===== config.mk =====
export PLATFORM = sky130hd
export DESIGN_NAME = matrix_mult_gen
export DESIGN_NICKNAME = d
export VERILOG_FILES = /design/src/rtl/matrix_mult_gen.sv
export SDC_FILE = /design/constraint.sdc
export NUM_CORES = 1
export LEC_CHECK = 0
export CAP_MARGIN = 20
export CORE_AREA = 2 2 234 236
export CTS_CLUSTER_DIAMETER = 120
export DETAILED_ROUTE_END_ITERATION = 8
export DIE_AREA = 0 0 236 238
export GPL_TIMING_DRIVEN = 1
export MAX_ROUTING_LAYER = met4
export PLACE_DENSITY_LB_ADDON = 0.15
export SYNTH_ARGS = -nofsm -noshare
export SYNTH_HDL_FRONTEND = slang
export SYNTH_SLANG_ARGS = --single-unit

===== constraint.sdc =====
create_clock -name clk -period 5.9 [get_ports clk]
set_clock_uncertainty 0.2 [all_clocks]
set_input_delay 0.885 -clock clk [delete_from_list [all_inputs] [get_ports clk]]
set_output_delay 0.885 -clock clk [all_outputs]
set_load 0.005 [all_outputs]

===== src/rtl/matrix_mult_gen.sv =====
// NxN matrix multiplier with host-loaded A/B/C memories and a single MAC datapath.
// Computes C = A*B or C += A*B, one multiply-accumulate per cycle, row-major storage.
module matrix_mult_gen #(
  parameter int N      = 4,
  parameter int DW     = 8,
  parameter int SIGNED = 0,
  parameter int CW     = 2*DW + $clog2(N),
  localparam int AW    = $clog2(N*N)
) (
  input  logic          clk,
  input  logic          reset,
  input  logic          load_mem,
  input  logic          start,
  input  logic          acc_mode,
  input  logic          wenA,
  input  logic          wenB,
  input  logic          wenC,
  input  logic [DW-1:0] wdA,
  input  logic [DW-1:0] wdB,
  input  logic [CW-1:0] wdC,
  input  logic [AW-1:0] addrA,
  input  logic [AW-1:0] addrB,
  input  logic [AW-1:0] addrC,
  output logic [CW-1:0] rdC,
  output logic          busy,
  output logic          done
);

  localparam int NN = N*N;
  localparam int KW = (N > 1) ? $clog2(N) : 1;

  typedef enum logic [1:0] {IDLE, MAC, WR, DONE} state_t;

  state_t          state_q, state_d;
  logic [KW-1:0]   i_q, i_d, j_q, j_d, k_q, k_d;
  logic [CW-1:0]   acc_q, acc_d;
  logic            accm_q, accm_d;
  logic [CW-1:0]   rdc_q;
  logic            c_we;

  logic [DW-1:0]   mem_a [NN];
  logic [DW-1:0]   mem_b [NN];
  logic [CW-1:0]   mem_c [NN];

  logic [AW-1:0]   a_idx, b_idx, c_idx;
  logic [CW-1:0]   prod, init;

  function automatic logic [CW-1:0] ext(input logic [DW-1:0] v);
    if (SIGNED != 0) return {{(CW-DW){v[DW-1]}}, v};
    else             return {{(CW-DW){1'b0}}, v};
  endfunction

  function automatic logic in_range(input logic [AW-1:0] a);
    return int'(a) < NN;
  endfunction

  assign a_idx = AW'(int'(i_q) * N + int'(k_q));
  assign b_idx = AW'(int'(k_q) * N + int'(j_q));
  assign c_idx = AW'(int'(i_q) * N + int'(j_q));

  // Modulo-2^CW arithmetic on extended operands gives correct signed or unsigned results.
  assign prod = ext(mem_a[a_idx]) * ext(mem_b[b_idx]);
  assign init = accm_q ? mem_c[c_idx] : '0;

  assign busy = (state_q == MAC) || (state_q == WR);
  assign done = (state_q == DONE);
  assign rdC  = rdc_q;

  always_comb begin
    state_d = state_q;
    i_d     = i_q;
    j_d     = j_q;
    k_d     = k_q;
    acc_d   = acc_q;
    accm_d  = accm_q;
    c_we    = 1'b0;
    case (state_q)
      IDLE, DONE: begin
        if (!load_mem && start) begin
          state_d = MAC;
          i_d     = '0;
          j_d     = '0;
          k_d     = '0;
          accm_d  = acc_mode;
        end else if (state_q == DONE && load_mem) begin
          state_d = IDLE;
        end
      end
      MAC: begin
        acc_d = ((k_q == '0) ? init : acc_q) + prod;
        if (k_q == KW'(N-1)) begin
          k_d     = '0;
          state_d = WR;
        end else begin
          k_d = k_q + KW'(1);
        end
      end
      WR: begin
        c_we    = 1'b1;
        state_d = MAC;
        if (j_q == KW'(N-1)) begin
          j_d = '0;
          if (i_q == KW'(N-1)) begin
            i_d     = '0;
            state_d = DONE;
          end else begin
            i_d = i_q + KW'(1);
          end
        end else begin
          j_d = j_q + KW'(1);
        end
      end
      default: state_d = IDLE;
    endcase
  end

  always_ff @(posedge clk) begin
    if (reset) begin
      state_q <= IDLE;
      i_q     <= '0;
      j_q     <= '0;
      k_q     <= '0;
      acc_q   <= '0;
      accm_q  <= 1'b0;
      rdc_q   <= '0;
    end else begin
      state_q <= state_d;
      i_q     <= i_d;
      j_q     <= j_d;
      k_q     <= k_d;
      acc_q   <= acc_d;
      accm_q  <= accm_d;
      rdc_q   <= in_range(addrC) ? mem_c[addrC] : '0;
    end
  end

  // Memory contents survive reset; an in-flight result write is dropped by reset.
  always_ff @(posedge clk) begin
    if (load_mem && !busy) begin
      if (wenA && in_range(addrA)) mem_a[addrA] <= wdA;
      if (wenB && in_range(addrB)) mem_b[addrB] <= wdB;
      if (wenC && in_range(addrC)) mem_c[addrC] <= wdC;
    end
    if (c_we && !reset) mem_c[c_idx] <= acc_q;
  end

endmodule

==> summary.txt <==
Clock network
  – Reg clk slew, reported paths: around 60 ps
  – CTS tree: yes
  – Clk buf depth: 3
  – Skew-Pair Late Insertion Delay: about 630 ps
  – Total CTS buffers: 59
  – Root buf cell: clkbuf_16
  – H-tree level count: 2
  – Clk sinks: ~590

Logic synthesis
  – Post-synth top area share: about three fifths
  – Synth warnings: 0
  – Synth Cell Area: approximately 0.028 mm^2
  – Mapped Nets: approximately 1700
  – Top-count cell post-synth: edfxtp_1
  – Register area share after synthesis: a little over three fifths
  – Post-synth EDFFs: between 500 and 600
  – Ys async rst share: 0%
  – Flops & latches, synth: just under 600
  – Synth cell count leaders: edfxtp_1, mux4_2, inv_1, nand2_1, nor2_1
  – Top cell type by total area after synthesis: edfxtp_1
  – Top_reg_cell synth: edfxtp_1
  – Synth top area cells: edfxtp_1, mux4_2, fa_1
  – Synth unique cells: a little over 50
  – Mapped Cells: 1531
  – Mean Syn Cell Area: about 18 um^2

Pwr
  – Clock Power Share: 34.4%
  – Max VDD drop: 0.235 mV
  – Sw frac: 25.9%
  – Flop pwr share: 46.3%
  – Power density cells: approximately 320 mW/mm^2
  – Combinational share of power: 19.4%
  – Sw power: roughly 2.6 mW
  – P_int: 7.51 mW
  – P_leak: 10.7 nW

Die
  – Die area: roughly 0.056 mm^2
  – DIE WIDTH: 236 um
  – Row cnt: 85
  – Io pins: between 70 and 80
  – Total core area: 0.0535 mm^2
  – Die Span Y: 238 um
  – Initial Util: 51.4%

Setup path
  – Critical path class: register to register
  – R2r worst-path depth: 20
  – Worst setup SP type: register
  – CP arrival: ~6100 ps
  – Crit. End Element: register
  – Crit path max fanout: 6
  – Worst reg2reg startpoint: k_q[0]
  – FF-to-FF End: acc_q[15]
  – Internal reg-to-reg setup slack: 90 ps
  – WP data required: roughly 6000 ps

Global routing
  – All-Layer GR Usage: between 20% and 30%
  – Initial antenna violation count: 0
  – Global route total overflow: 0
  – Global-route wire length before repair: ~99000 um
  – Vias in the first global route: between 15000 and 20000
  – Largest net degree at the start of global routing: 48

STA
  – Worst-margin pin slew: approximately 1100 ps
  – Final Cycle Share: 98.5%
  – Slew HR: between 20% and 30%
  – Final Max Slew Viols: 0
  – Fin crit period: between 5000 and 6000 ps
  – Final setup viols: 0
  – RSZ-0062 raised after global routing: true
  – Peak Freq: 172 MHz
  – Fin. Hold Viols: 0

Routing
  – Final antenna-violating net count: 0
  – Drc violations: 0
  – Initial DRC Count: about 1500
  – DR vias: 15200
  – Via density: 6.16
  – WL/cell: 27.3 um
  – Post-Route WL: ~67000 um
  – Drt first pass iters: 5

Layout
  – Design area: around 0.032 mm^2
  – Final-stage net count: 1873
  – Final core utilization: about three fifths
  – Synth-to-Final Area Change: 16.8%
  – Fraction of layout cells with a size suffix above 1: 31.1%

Hold path
  – Hold depth: 2
  – Tightest Hold Check Type: register to register
  – Hold Crit Start: acc_q[15]
  – Hold path endpoint: acc_q[15]

Placement
  – Final HPWL DP: around 44000 um
  – Global placement routability congestion: approximately 0.87
  – # port buffers: 73
  – Area post-placement: 0.0298 mm^2

Run
  – Max_cap viols: 0

Outcome
  – Outcome: finished clean
-- final cells by class --
| type | instances | area, um^2 |
|---|---|---|
| diodes | 1 | 2.50 |
| clock buffers | 80 | 1580 |
| clock inverters | 25 | 180 |
| fillers | 3920 | 21300 |
| inverters | 108 | 405 |
| multi-input cells | 757 | 9820 |
| flip-flops and latches | 589 | 17300 |
| well taps | 696 | 871 |
| repair buffers | 207 | 2050 |
-- worst max-delay path, stage by stage, from the launching register on --
cell and delay (ps):
dfxtp_4 420, buf_12 160, mux4_2 550, mux4_2 610, and2_4 210, fa_1 550
fa_1 430, fa_1 500, inv_1 50, fa_1 470, inv_1 60, ha_4 220
buf_4 140, o21ai_1 140, nand2b_1 100, a21o_1 190, nand3b_1 170, buf_4 140
nand3b_1 80, xnor2_1 190, o22ai_1 80
-- cells by family (layout without fill, tap and decap cells) --
group	Yosys count	in the layout	share of synthesized area (%)
compound gates	84	84	1.84
xor+xnor	11	11	0.350
fa+ha+maj	97	97	5.77
buf+inv	185	420	2.80
flops	589	589	62.6
mux	277	277	21.7
other cells	0	1	0
simple gates	288	288	4.94
-- registers in the layout, indices dropped and copies added (netlist names) --
| name | cells |
|---|---|
| k_q | 2 |
| acc_q | 18 |
| state_q | 2 |
| i_q | 2 |
| mem_c | 288 |
| accm_q | 1 |
| mem_a | 128 |
| mem_b | 128 |
| j_q | 2 |
| rdC | 18 |
-- cells in the final DEF (no fill, tap or decap), drive strengths merged, types with 33 or more instances in the layout --
cell and count:
nor2 76, fa 50, and2 35, edfxtp 544
ha 47, buf 135, nand2 91, inv 111
clkbuf 83, mux4 255, clkdlybuf4s50 69, dfxtp 45
nor2b 33
-- how the worst max path moves through the flow --
stage | slack, ps | start | depth (start not counted) | endpoint
final | 90 | k_q[0] | 20 | acc_q[15]
after global placement | -270 | j_q[0] | 23 | acc_q[17]
after detailed placement | -280 | j_q[0] | 23 | acc_q[17]
after global routing | -80 | j_q[0] | 23 | acc_q[15]
after CTS | -20 | j_q[0] | 21 | acc_q[17]
after floorplan | 20 | j_q[1] | 22 | acc_q[14]
-- layer usage --
layer | up-vias | track usage (%) | share of wire [%]
li1 | 6430 | - | -
met1 | 8087 | 34.9 | 43
met2 | 557 | 38.8 | 49
met3 | 102 | 4.05 | 6.5
met4 | 0 | 6.06 | 1.9
met5 | - | - | 0
-- what timing repair did --
action                     4_1_cts  5_1_grt
setup buffers                    1       19
hold buffers                     0        0
resized for setup               14       62
pin swaps                        4       29
setup endpoints to repair        7        8
gates cloned                     1        3
-- power by group through the flow --
stage / combinational, mW / sequential (mW) / clock [mW]
after global placement: 1.63 / 4.77 / 0
after detailed placement: 1.65 / 4.78 / 0
after floorplan: 1.09 / 4.76 / 0
after global routing: 2.13 / 4.70 / 3.72
final: 1.96 / 4.69 / 3.49
after CTS: 1.70 / 4.69 / 3.55
-- through the flow --
stage / TNS [ps] / setup WS, ps / power (mW) / hold slack (ps) / instances
2_1_floorplan: 0 / 22.0 / 5.85 / 255 / 1531
3_3_place_gp: -479 / -273 / 6.40 / 273 / 2331
3_5_place_dp: -665 / -284 / 6.42 / 275 / 2331
4_1_cts: -19.4 / -19.4 / 9.93 / 284 / 2438
5_1_grt: -140 / -82.0 / 10.5 / 305 / 2462
6_report: 0 / 88.3 / 10.1 / 281 / 2463
No activity file was read; power rests on OpenSTA's default activity.
